===== config.mk =====
export PLATFORM = sky130hd
export DESIGN_NAME = ce_scheduler
export DESIGN_NICKNAME = d
export VERILOG_FILES = /design/src/rtl/ce_sched_pkg.sv /design/src/rtl/ce_sched_chan.sv /design/src/rtl/ce_scheduler.sv
export SDC_FILE = /design/constraint.sdc
export NUM_CORES = 1
export LEC_CHECK = 0
export CORE_ASPECT_RATIO = 1.75
export CORE_MARGIN = 2
export CORE_UTILIZATION = 45
export CTS_CLUSTER_DIAMETER = 200
export CTS_CLUSTER_SIZE = 14
export DETAILED_ROUTE_END_ITERATION = 16
export GPL_TIMING_DRIVEN = 0
export SYNTH_ARGS = -nofsm -noshare
export SYNTH_HDL_FRONTEND = slang
export SYNTH_SLANG_ARGS = --single-unit

===== constraint.sdc =====
create_clock -name CLK -period 7.7 [get_ports CLK]
set_input_delay 1.925 -clock CLK [delete_from_list [all_inputs] [get_ports CLK]]
set_output_delay 1.925 -clock CLK [all_outputs]
set_load 0.02 [all_outputs]

===== src/rtl/ce_sched_pkg.sv =====
// Shared definitions for the clock-enable scheduler: channel modes, channel state
// encoding and the default period width.
package ce_sched_pkg;

  localparam int PW_DEFAULT = 17;

  localparam logic MODE_PERIODIC = 1'b0;
  localparam logic MODE_ONESHOT  = 1'b1;

  typedef enum logic {
    ST_IDLE = 1'b0,
    ST_RUN  = 1'b1
  } chan_state_t;

endpackage


===== src/rtl/ce_sched_chan.sv =====
// One scheduler channel: holds period and mode, counts base ticks down while running,
// and emits a registered 1-CLK pulse on expiry (plus a sticky DONE in one-shot mode).
module ce_sched_chan
  import ce_sched_pkg::*;
#(
  parameter int PW = PW_DEFAULT
) (
  input  logic          CLK,
  input  logic          RST,
  input  logic          ce_in,
  input  logic          cfg_we,
  input  logic [PW-1:0] cfg_period,
  input  logic          cfg_mode,
  input  logic          cfg_en,
  input  logic          done_ack,
  output logic          ce_out,
  output logic          busy,
  output logic          done
);

  chan_state_t   state_q, state_d;
  logic [PW-1:0] period_q, period_d;
  logic [PW-1:0] cnt_q, cnt_d;
  logic          mode_q, mode_d;
  logic          ce_q, ce_d;
  logic          done_q, done_d;

  always_ff @(posedge CLK or posedge RST) begin
    if (RST) begin
      state_q  <= ST_IDLE;
      period_q <= '0;
      cnt_q    <= '0;
      mode_q   <= MODE_PERIODIC;
      ce_q     <= 1'b0;
      done_q   <= 1'b0;
    end else begin
      state_q  <= state_d;
      period_q <= period_d;
      cnt_q    <= cnt_d;
      mode_q   <= mode_d;
      ce_q     <= ce_d;
      done_q   <= done_d;
    end
  end

  // A config write overrides any tick in the same cycle; an expiry's DONE set
  // is applied after the acknowledge so the set wins a same-cycle collision.
  always_comb begin
    state_d  = state_q;
    period_d = period_q;
    cnt_d    = cnt_q;
    mode_d   = mode_q;
    ce_d     = 1'b0;
    done_d   = done_q;

    if (done_ack) done_d = 1'b0;

    if (cfg_we) begin
      period_d = cfg_period;
      mode_d   = cfg_mode;
      cnt_d    = cfg_period;
      done_d   = 1'b0;
      state_d  = (cfg_en && (cfg_period != '0)) ? ST_RUN : ST_IDLE;
    end else if ((state_q == ST_RUN) && ce_in) begin
      if (cnt_q > PW'(1)) begin
        cnt_d = cnt_q - PW'(1);
      end else begin
        ce_d = 1'b1;
        if (mode_q == MODE_ONESHOT) begin
          state_d = ST_IDLE;
          done_d  = 1'b1;
        end else begin
          cnt_d = period_q;
        end
      end
    end
  end

  assign ce_out = ce_q;
  assign busy   = (state_q == ST_RUN);
  assign done   = done_q;

endmodule


===== src/rtl/ce_scheduler.sv =====
// Multi-channel clock-enable scheduler: fans one base tick out to NCH independently
// configured channels, each periodic or one-shot.
module ce_scheduler
  import ce_sched_pkg::*;
#(
  parameter int NCH = 4,
  parameter int PW  = PW_DEFAULT,
  parameter int SW  = 2
) (
  input  logic           CLK,
  input  logic           RST,
  input  logic           CE_IN,
  input  logic           CFG_WE,
  input  logic [SW-1:0]  CFG_SEL,
  input  logic [PW-1:0]  CFG_PERIOD,
  input  logic           CFG_MODE,
  input  logic           CFG_EN,
  input  logic [NCH-1:0] DONE_ACK,
  output logic [NCH-1:0] CE_OUT,
  output logic [NCH-1:0] BUSY,
  output logic [NCH-1:0] DONE
);

  // Selectors at or beyond NCH match no channel, so such writes are dropped.
  for (genvar gi = 0; gi < NCH; gi++) begin : g_chan
    logic we_ch;

    assign we_ch = CFG_WE && (int'(CFG_SEL) == gi);

    ce_sched_chan #(
      .PW(PW)
    ) u_chan (
      .CLK       (CLK),
      .RST       (RST),
      .ce_in     (CE_IN),
      .cfg_we    (we_ch),
      .cfg_period(CFG_PERIOD),
      .cfg_mode  (CFG_MODE),
      .cfg_en    (CFG_EN),
      .done_ack  (DONE_ACK[gi]),
      .ce_out    (CE_OUT[gi]),
      .busy      (BUSY[gi]),
      .done      (DONE[gi])
    );
  end

endmodule


==> results of run 1 <==
-- metrics by stage --
step           std cells  power, uW  setup WS, ns
2_1_floorplan       1000       1520          1.68
3_3_place_gp        1272       1710        -0.679
3_5_place_dp        1273       1720          2.74
4_1_cts             1302       2610          3.15
5_1_grt             1302       2750          3.00
6_report            1302       2600          3.13
-- flip-flops by register name, indices dropped and copies added, names as in the netlist --
signal                  cells
g_chan.u_chan.busy          4
g_chan.u_chan.ce_out        4
g_chan.u_chan.cnt_q        68
g_chan.u_chan.done          4
g_chan.u_chan.mode_q        4
g_chan.u_chan.period_q     68
-- report_power, final --
part	internal [uW]	total (uW)	leakage, uW	switching (uW)
Combinational	242	579	0.00195	337
Sequential	967	1140	0.00186	170
Clock	554	889	0.000295	335
Total	1760	2600	0.00411	842
-- worst paths after layout --
check,from,end
max,CE_IN,g_chan[2].u_chan.cnt_q[11]
min,g_chan[0].u_chan.period_q[15],g_chan[0].u_chan.period_q[15]
max reg2reg,g_chan[2].u_chan.cnt_q[2],g_chan[2].u_chan.cnt_q[12]
min reg2reg,g_chan[0].u_chan.period_q[15],g_chan[0].u_chan.period_q[15]
max in group asynchronous,RST,g_chan[0].u_chan.cnt_q[3]
min in group asynchronous,RST,g_chan[3].u_chan.cnt_q[9]
-- final cells by class --
type | instances | area [um^2] | share of cell area
inverters | 19 | 78.8 | 0.00820
repair buffers | 39 | 408 | 0.0425
plain buffers | 65 | 323 | 0.0336
multi-input cells | 764 | 4100 | 0.426
flip-flops and latches | 152 | 3800 | 0.396
clock inverters | 8 | 146 | 0.0152
well taps | 234 | 293 | 0.0305
clock buffers | 21 | 460 | 0.0479
-- cells in the final DEF (no fill, tap or decap), types with 12 or more instances in the layout --
master,count
a21oi_1,50
a31oi_1,21
buf_4,12
clkbuf_1,43
clkbuf_16,17
clkdlybuf4s50_1,38
dfrtp_1,152
inv_1,18
nand2_1,252
nand3_1,28
nor2_1,73
nor3_1,37
nor4_1,21
o211ai_1,30
o21ai_0,76
or3_1,12
-- logic make-up (layout without fill, tap and decap cells) --
kind of cell,after synthesis,after routing
AO/OA/AOI/OAI,249,249
XOR/XNOR,15,15
adder cells (fa/ha/maj),8,8
buffers and inverters,84,152
flip-flops,152,152
multiplexers,12,12
AND/OR/NAND/NOR,480,480
-- per-layer routing --
metal / track usage / vias up
li1: - / 3641
met1: 0.347 / 3733
met2: 0.479 / 264
met3: 0.0493 / 66
met4: 0.136 / 0
met5: 0 / -
-- critical path: stages --
cell	delay, ns
clkdlybuf4s50_1	0.60
clkbuf_1	0.49
nand2_1	0.26
a31oi_1	0.80
nand2_1	0.42
o311ai_0	0.40
==> results by group, run 1 <==
Run status
  • Status: complete, no violations

Finish
  • Design Area, Final: 9610 um^2
  • Nets: 1095
  • Synthesis-to-finish area growth: 15.9%
  • Ant. Diodes: 0
  • Filler cell count in the final layout: 1798
  • Final core utilization: 0.532
  • Share of layout cells above drive strength 1: 0.0646

Clock network
  • Post-cts resize count: 0
  • CTS root buffer: clkbuf_16
  • Count of clock tree sinks: 152
  • H-tree depth: 4
  • Worst-Skew Late Latency: 0.44 ns
  • TritonCTS buffer count: 17
  • Clk slew on worst S/H paths: 0.06 ns
  • Maximum buffer depth of the clock tree: 2
  • Post-CTS Setup Bufs: 0
  • Post-CTS Hold Buffers: 0
  • TritonCTS clock tree: yes

Detailed routing
  • ANT nets after route: 0
  • DR iter-0 viols: roughly 440
  • Met3 wire len: 1520 um
  • Via density: 5.92
  • Wire length on met2: 13000 um
  • First-pass DRT Iterations: 5
  • Mean routed wirelength per cell: around 20 um
  • DR vias: 7704
  • DR top layer: met4
  • DRC Markers: 0
  • Met1 WL: 10700 um
  • WL final: 26400 um

Yosys
  • EDFF count, synth: 0
  • Post-Syn Instances: 1000
  • Post-Synth XOR/XNOR Area: 0.0158
  • Most area-consuming cells after synthesis: dfrtp_1 46%, nand2_1 11%, o21ai_0 4.6%
  • Synth cell types: 71
  • Top FF cell, synth: dfrtp_1
  • Avg Inst Size Synth: 8.29 um^2
  • Post-Syn Nets: just over 1000
  • Largest family of logic cells by synthesized area: simple AND/OR/NAND/NOR gates
  • Mux cell area share after synthesis: 0.0148
  • Area of the mapped netlist: about 8300 um^2
  • Sequential element share of the synthesized area: 0.459
  • Yosys top cell area share: 0.459
  • Yosys reg bits: around 150
  • Simple-Gate Fraction of Synth Area: 0.260
  • Commonest cells in the netlist: 252 x nand2_1, 152 x dfrtp_1, 76 x o21ai_0
  • Fraction of the mapped netlist area in adder cells: 0.0121
  • Synth Area in Compound Gates: 0.191
  • Fraction of registers with async set/reset: 1.00
  • Most frequent cell after synthesis: nand2_1
  • Post-synth top area cell: dfrtp_1
  • Ys Warns: 0

Timing
  • Peak Freq: about 220 MHz
  • Clock Skews: 0.00565 ns
  • Unrepaired setup endpoints after global routing: false
  • Setup TNS: 0 ns
  • Slew at the pin closest to its max-slew limit: 1.20 ns
  • Final slew viol count: 0
  • Tightest hold margin: between 0.4 and 0.5 ns
  • Slew HR: 0.188
  • Final setup vio count: 0
  • Fin crit share: 0.593
  • Tmin final: 4.57 ns
  • Final hold violation count: 0

Floorplan
  • Core box area: 18100 um^2
  • Die height: 184 um
  • Rows: 65
  • Starting Density: 0.459
  • Die ar.: 19600 um^2
  • Top Ports: 41
  • Die X: 107 um

Placed design
  • IO buf count: 38
  • Routability Congestion: ~0.96
  • Post-DP Area: roughly 9000 um^2
  • DPL Wire Length: between 15000 and 20000 um

Global routing
  • Antenna violations before repair: 0
  • First-pass GRT wire length: between 40000 and 50000 um
  • Gr usage total: 0.283
  • Pin count of the biggest net entering global routing: approximately 120
  • Number of global-route vias before repair: 7641
  • Total gr overflow: 0

Hold path
  • Worst hold stages: 2
  • Hold Crit Class: reg2reg

Worst setup path
  • Maximum fanout along the worst path: 10
  • R2R depth: 7
  • Critical path class: in2reg
  • Crit path launch type: primary input
  • FF-to-FF setup slack: 4.59 ns
  • Worst setup EP type: flop
  • Worst EP arrival: 4.89 ns
  • Critical path data required time: 8.02 ns

Power and ir drop
  • Leakage: about 0.0041 uW
  • Cell Pwr Density: 271 nW/um^2
  • Peak supply drop: 0.190 mV

Job
  • Number of max-cap violations: 0
Note: power is estimated with default switching activity, not from simulation.
==> inputs of run 2 (changes only) <==
- clock period: 7.7 -> 4.4 ns (I/O delays scaled with it)
==> run 2 against run 1 <==
  * Largest cell class unchanged
  * Register-to-register slack worse by 3.3 ns
  * Critical path depth unchanged
  * Power up 74%
  * Critical path type unchanged
==> results by group, run 2 (same netlist as run 1, synthesis figures left out) <==
Timing
  • Slew HR: 0.128 (-0.0600)
  • Fin crit share: 0.856
  • Setup TNS: 0 ns (unchanged)
  • Final slew viol count: 0 (unchanged)
  • Peak Freq: between 200 and 300 MHz
  • Final WS setup: 0.634 ns (-2.50 ns)
  • Clock Skews: 0.00912 ns (+0.00347 ns)
  • Unrepaired setup endpoints after global routing: false
  • Final hold violation count: 0 (unchanged)
  • Tmin final: 3.77 ns
  • Final setup vio count: 0 (unchanged)
  • Slew at the pin closest to its max-slew limit: 1.29 ns (+0.0888 ns)

Worst setup path
  • Critical path's top delay family: compound AO/OA/AOI/OAI gates
  • R2R depth: 7 (unchanged)
  • CP most frequent cell: nand2_1
  • CP Depth: 6 (unchanged)
  • Worst Path Buf+Inv: 2 (unchanged)
  • Worst setup EP type: flop
  • Crit-path max cell delay: 0.82 ns (+0.02 ns)
  • Critical path class: in2reg
  • Crit path launch type: primary input
  • Slowest-stage cell, CP: a31oi_1
  • Worst EP arrival: 4.09 ns (-0.80 ns)
  • Critical path data required time: 4.72 ns (-3.30 ns)
  • Maximum fanout along the worst path: 10 (unchanged)
  • Worst-path cell chain: clkdlybuf4s50_1 > clkbuf_1 > nand2_1 > a31oi_1 > nand2_1 > o311ai_0

Power and ir drop
  • Sw frac: 0.342 (+0.0188)
  • Leakage: 0.00411 uW (+0.21%)
  • Peak supply drop: 0.223 mV (+18%)
  • Internal power: 2980 uW (+69%)
  • Sw power: 1550 uW (+84%)
  • Cell Pwr Density: 471 nW/um^2 (+74%)
  • Sequential share of power: 0.439 (+0.003)
  • Share of total power in the clock network: 0.337 (-0.004)
  • Comb power frac: 0.225 (+0.003)

Hold path
  • Hold Crit Class: reg2reg
  • Worst hold stages: 2 (unchanged)

Finish
  • Synthesis-to-finish area growth: 16.1%
  • Share of layout cells above drive strength 1: 0.0708 (+0.00622)
  • Top Registers: g_chan.u_chan.cnt_q (68), g_chan.u_chan.period_q (68)
  • Commonest cells after routing, fill and taps aside: 252 x nand2_1, 152 x dfrtp_1, 76 x o21ai_0
  • Design Area, Final: 9630 um^2 (+0.25%)
  • Nets: 1097 (+0.18%)
  • Final core utilization: 0.533 (+0.00132)
  • Post-Layout Cell Count: 1307 (+0.38%)
  • Ant. Diodes: 0 (unchanged)
  • Commonest non-fill, non-tap cell in the layout: nand2_1

Floorplan
  • Top Ports: 41 (unchanged)
  • Starting Density: 0.459 (unchanged)
  • Core box area: 18100 um^2 (unchanged)
  • Die height: 184 um (unchanged)
  • Rows: 65 (unchanged)
  • Die ar.: 19600 um^2 (unchanged)
  • Die X: 107 um (unchanged)

Global routing
  • Total gr overflow: 0 (unchanged)
  • Pin count of the biggest net entering global routing: 42 (-66%)
  • First-pass GRT wire length: 42500 um (+0.98%)
  • Number of global-route vias before repair: 7794 (+2.0%)
  • Antenna violations before repair: 0 (unchanged)
  • Gr usage total: 0.283 (+0.000640)

Clock network
  • Worst-Skew Late Latency: 0.44 ns (about the same)
  • TritonCTS clock tree: yes
  • Post-CTS Setup Bufs: 0 (unchanged)
  • H-tree depth: 4 (unchanged)
  • CTS root buffer: clkbuf_16
  • Count of clock tree sinks: 152 (unchanged)
  • Post-cts resize count: 0 (unchanged)
  • Post-CTS Hold Buffers: 0 (unchanged)
  • Clk slew on worst S/H paths: 0.06 ns (about the same)
  • Maximum buffer depth of the clock tree: 2 (unchanged)
  • TritonCTS buffer count: 17 (unchanged)

Detailed routing
  • Mean routed wirelength per cell: 20.2 um (-0.34%)
  • ANT nets after route: 0 (unchanged)
  • First-pass DRT Iterations: 5 (unchanged)
  • WL final: 26400 um (about the same)
  • DRC Markers: 0 (unchanged)
  • Via density: 5.95 (+0.60%)
  • DR vias: 7780 (+0.99%)
  • DR iter-0 viols: 480 (+9.3%)

Placed design
  • Post-place setup slack: 0.202 ns (-2.53 ns)
  • IO buf count: 38 (unchanged)
  • DP Cell Count: 1275 (+0.16%)
  • Post-DP Area: 9030 um^2 (+0.32%)
  • Routability Congestion: 0.956 (-0.23%)
  • DPL Wire Length: 18500 um (+1.2%)

Run status
  • Status: complete, no violations

Job
  • Number of max-cap violations: 0 (unchanged)
run 2: path summary, 6_finish.rpt:
| path | startpoint | endpoint | slack [ns] |
|---|---|---|---|
| max | CE_IN | g_chan[2].u_chan.cnt_q[11] | 0.63 |
| min | g_chan[0].u_chan.period_q[11] | g_chan[0].u_chan.period_q[11] | 0.47 |
| max reg2reg | g_chan[2].u_chan.cnt_q[2] | g_chan[2].u_chan.cnt_q[12] | 1.24 |
| min reg2reg | g_chan[0].u_chan.period_q[11] | g_chan[0].u_chan.period_q[11] | 0.47 |
| max in group asynchronous | RST | g_chan[3].u_chan.period_q[7] | 2.55 |
| min in group asynchronous | RST | g_chan[1].u_chan.cnt_q[1] | 1.15 |
run 2: layer usage:
metal,part of all wire,vias up,global-route usage
met5,0,-,0
met4,0.030,0,0.121
met3,0.042,69,0.0411
met2,0.51,252,0.498
met1,0.41,3806,0.343
li1,-,3653,-
run 2: layout make-up:
type / count / area (um^2)
clock buffers: 18 / 439
clock inverters: 14 / 163
inverters: 19 / 75.1
flip-flops and latches: 152 / 3800
plain buffers: 65 / 323
fillers: 1807 / 8420
multi-input cells: 764 / 4100
well taps: 234 / 293
repair buffers: 41 / 440
run 2: worst reg2reg max path, cell delays in order, from the launching register on:
cell and delay [ns]:
dfrtp_1 0.43, nor4_1 0.72, nand4b_1 0.35, nor3_2 0.67, clkbuf_1 0.43, o21ai_0 0.18, nand3_1 0.15, o211ai_1 0.10
run 2: metrics by stage:
step	total power [uW]	hold WS, ns
6_report	4530	0.471
5_1_grt	4780	0.501
4_1_cts	4540	0.474
3_5_place_dp	3010	0.458
3_3_place_gp	2990	0.452
2_1_floorplan	2670	0.437
run 2: power groups by stage:
stage	Combinational (uW)	Clock [uW]	Sequential [uW]
floorplan	750	0	1920
global placement	989	0	2000
detailed placement	1010	0	2000
CTS	1020	1550	1980
global route	1140	1600	2030
finish	1020	1530	1990
==> inputs of run 3 (changes only) <==
- CORE_ASPECT_RATIO: 1.75 -> default
==> run 3 against run 2 <==
  * Die area is 0.22% lower
  * Core utilization about the same
  * Sequential share of layout area rose by 0.062 points
  * Non-clock buffer count unchanged
  * Power fell by 0.61%
  * Flip-flop and latch count unchanged
  * Sequential power is essentially flat
  * Register-to-register slack hardly changed
  * First-iteration DRC count up 54%
  * Final cell count shrank 0.54%
  * Global-route usage decreased by 1.4 points
  * Fmax grew 3.1%
==> results by group, run 3 (same netlist as run 1, synthesis figures left out) <==
Clock network
  • Post-cts resize count: 0 (unchanged)
  • H-tree depth: 4 (unchanged)
  • CTS root buffer: clkbuf_16
  • TritonCTS buffer count: 17 (unchanged)
  • TritonCTS clock tree: yes
  • Maximum buffer depth of the clock tree: 2 (unchanged)
  • Post-CTS Setup Bufs: 0 (unchanged)
  • Count of clock tree sinks: 152 (unchanged)
  • Clk slew on worst S/H paths: 0.06 ns (about the same)
  • Post-CTS Hold Buffers: 0 (unchanged)
  • Worst-Skew Late Latency: 0.43 ns (about the same)

Finish
  • Ant. Diodes: 0 (unchanged)
  • Share of layout cells above drive strength 1: 0.0682 (-0.00267)
  • Commonest cells after routing, fill and taps aside: 252 x nand2_1, 152 x dfrtp_1, 76 x o21ai_0
  • Top Registers: g_chan.u_chan.cnt_q (68), g_chan.u_chan.period_q (68)
  • Synthesis-to-finish area growth: 16.0%
  • Nets: 1097 (unchanged)
  • Commonest non-fill, non-tap cell in the layout: nand2_1
  • Post-Layout Cell Count: 1300 (-0.54%)

Timing
  • Tmin final: 3.65 ns (-0.113 ns)
  • Slew at the pin closest to its max-slew limit: 1.26 ns (-0.0362 ns)
  • Setup TNS: 0 ns (unchanged)
  • Final slew viol count: 0 (unchanged)
  • Slew HR: 0.162 (+0.0336)
  • Clock Skews: 0.00837 ns (-0.000749 ns)
  • Peak Freq: 274 MHz (+3.1%)
  • Tightest hold margin: 0.469 ns (-0.00261 ns)
  • Fin crit share: 0.830 (-0.0256)
  • Unrepaired setup endpoints after global routing: false
  • Final hold violation count: 0 (unchanged)
  • Final setup vio count: 0 (unchanged)

Floorplan
  • Rows: 49 (-25%)
  • Die ar.: 19500 um^2 (-0.22%)
  • Starting Density: 0.460 (+0.000765)
  • Die X: 140 um (+31%)
  • Core box area: 18000 um^2 (-0.17%)
  • Top Ports: 41 (unchanged)
  • Die height: 140 um (-24%)

Global routing
  • Total gr overflow: 0 (unchanged)
  • Gr usage total: 0.269 (-0.0143)
  • Number of global-route vias before repair: 7444 (-4.5%)
  • Antenna violations before repair: 0 (unchanged)
  • First-pass GRT wire length: 41200 um (-3.1%)
  • Pin count of the biggest net entering global routing: 41 (-2.4%)

Worst setup path
  • R2R depth: 7 (unchanged)
  • Crit path launch type: primary input
  • FF-to-FF setup slack: 1.25 ns (about the same)
  • R2R Path Start: g_chan[2].u_chan.cnt_q[2]
  • Critical Path Sink: g_chan[2].u_chan.cnt_q[11]
  • Critical path class: in2reg
  • Critical path data required time: 4.72 ns (about the same)
  • Worst R2R End: g_chan[2].u_chan.cnt_q[6]
  • Worst EP arrival: 3.97 ns (-0.12 ns)
  • Worst setup path start: CE_IN
  • Maximum fanout along the worst path: 10 (unchanged)
  • Worst setup EP type: flop

Detailed routing
  • Via density: 5.92 (-0.51%)
  • ANT nets after route: 0 (unchanged)
  • WL final: 25400 um (-3.6%)
  • DR iter-0 viols: 741 (+54%)
  • DRC Markers: 0 (unchanged)
  • DR vias: 7699 (-1.0%)
  • Mean routed wirelength per cell: 19.6 um (-3.1%)
  • First-pass DRT Iterations: 5 (unchanged)

Placed design
  • DPL Wire Length: 17400 um (-6.2%)
  • IO buf count: 38 (unchanged)
  • DP Cell Count: 1270 (-0.39%)
  • Routability Congestion: 0.902 (-5.7%)

Run status
  • Status: complete, no violations

Power and ir drop
  • Peak supply drop: 0.344 mV (+54%)
  • Design Power: 4510 uW (-0.61%)
  • Cell Pwr Density: 469 nW/um^2 (-0.46%)
  • Leakage: 0.00411 uW (-0.22%)

Job
  • Number of max-cap violations: 0 (unchanged)

Hold path
  • Worst hold stages: 2 (unchanged)
  • Hold Crit Class: reg2reg
[run 3: cell type report]
class                      instances  area, um^2
buffer                            65         323
clock buffer                      19         443
clock inverter                    11         150
fill                            1734        8410
inverter                          19        75.1
multi-input combinational        764        4100
sequential                       152        3800
tap                              229         287
timing repair buffer              41         440
[run 3: layer usage]
metal  track usage  routed length (um)  up-vias  share of wire
met5             0                   0        -              0
met1         0.392               12100     3756           0.48
li1              -                   -     3658              -
met2         0.409               11400      254           0.45
met3        0.0475                1370       31          0.054
met4        0.0858                 555        0          0.022
[run 3: worst max-delay path: stages]
cell and delay, ns:
clkdlybuf4s50_1 0.59, clkbuf_1 0.46, nand2_1 0.24, a31oi_1 0.77, nand2_1 0.40, o311ai_0 0.40
[run 3: stage by stage]
stage	instance area, um^2	worst slack [ns]	utilization
4_1_cts	9620	0.784	0.534
6_report	9620	0.746	0.534
3_5_place_dp	9020	0.310	0.501
3_3_place_gp	8960	-0.0800	0.497
2_1_floorplan	8300	1.38	-
5_1_grt	9620	0.517	0.534
[run 3: how the worst min path moves through the flow]
stage | start | to | slack [ns]
after floorplan | g_chan[1].u_chan.period_q[9] | g_chan[1].u_chan.period_q[9] | 0.44
after global placement | g_chan[3].u_chan.period_q[0] | g_chan[3].u_chan.period_q[0] | 0.45
after detailed placement | g_chan[3].u_chan.period_q[7] | g_chan[3].u_chan.period_q[7] | 0.46
after CTS | g_chan[3].u_chan.period_q[7] | g_chan[3].u_chan.period_q[7] | 0.47
after global routing | g_chan[0].u_chan.period_q[14] | g_chan[0].u_chan.period_q[14] | 0.50
final | g_chan[3].u_chan.period_q[7] | g_chan[3].u_chan.period_q[7] | 0.47
[run 3: where the power goes]
group	switching, uW	leakage [uW]	total [uW]	internal (uW)
logic	583	0.00196	1010	428
registers	294	0.00186	1990	1690
clock network	607	0.000285	1510	903
total	1480	0.00411	4510	3020
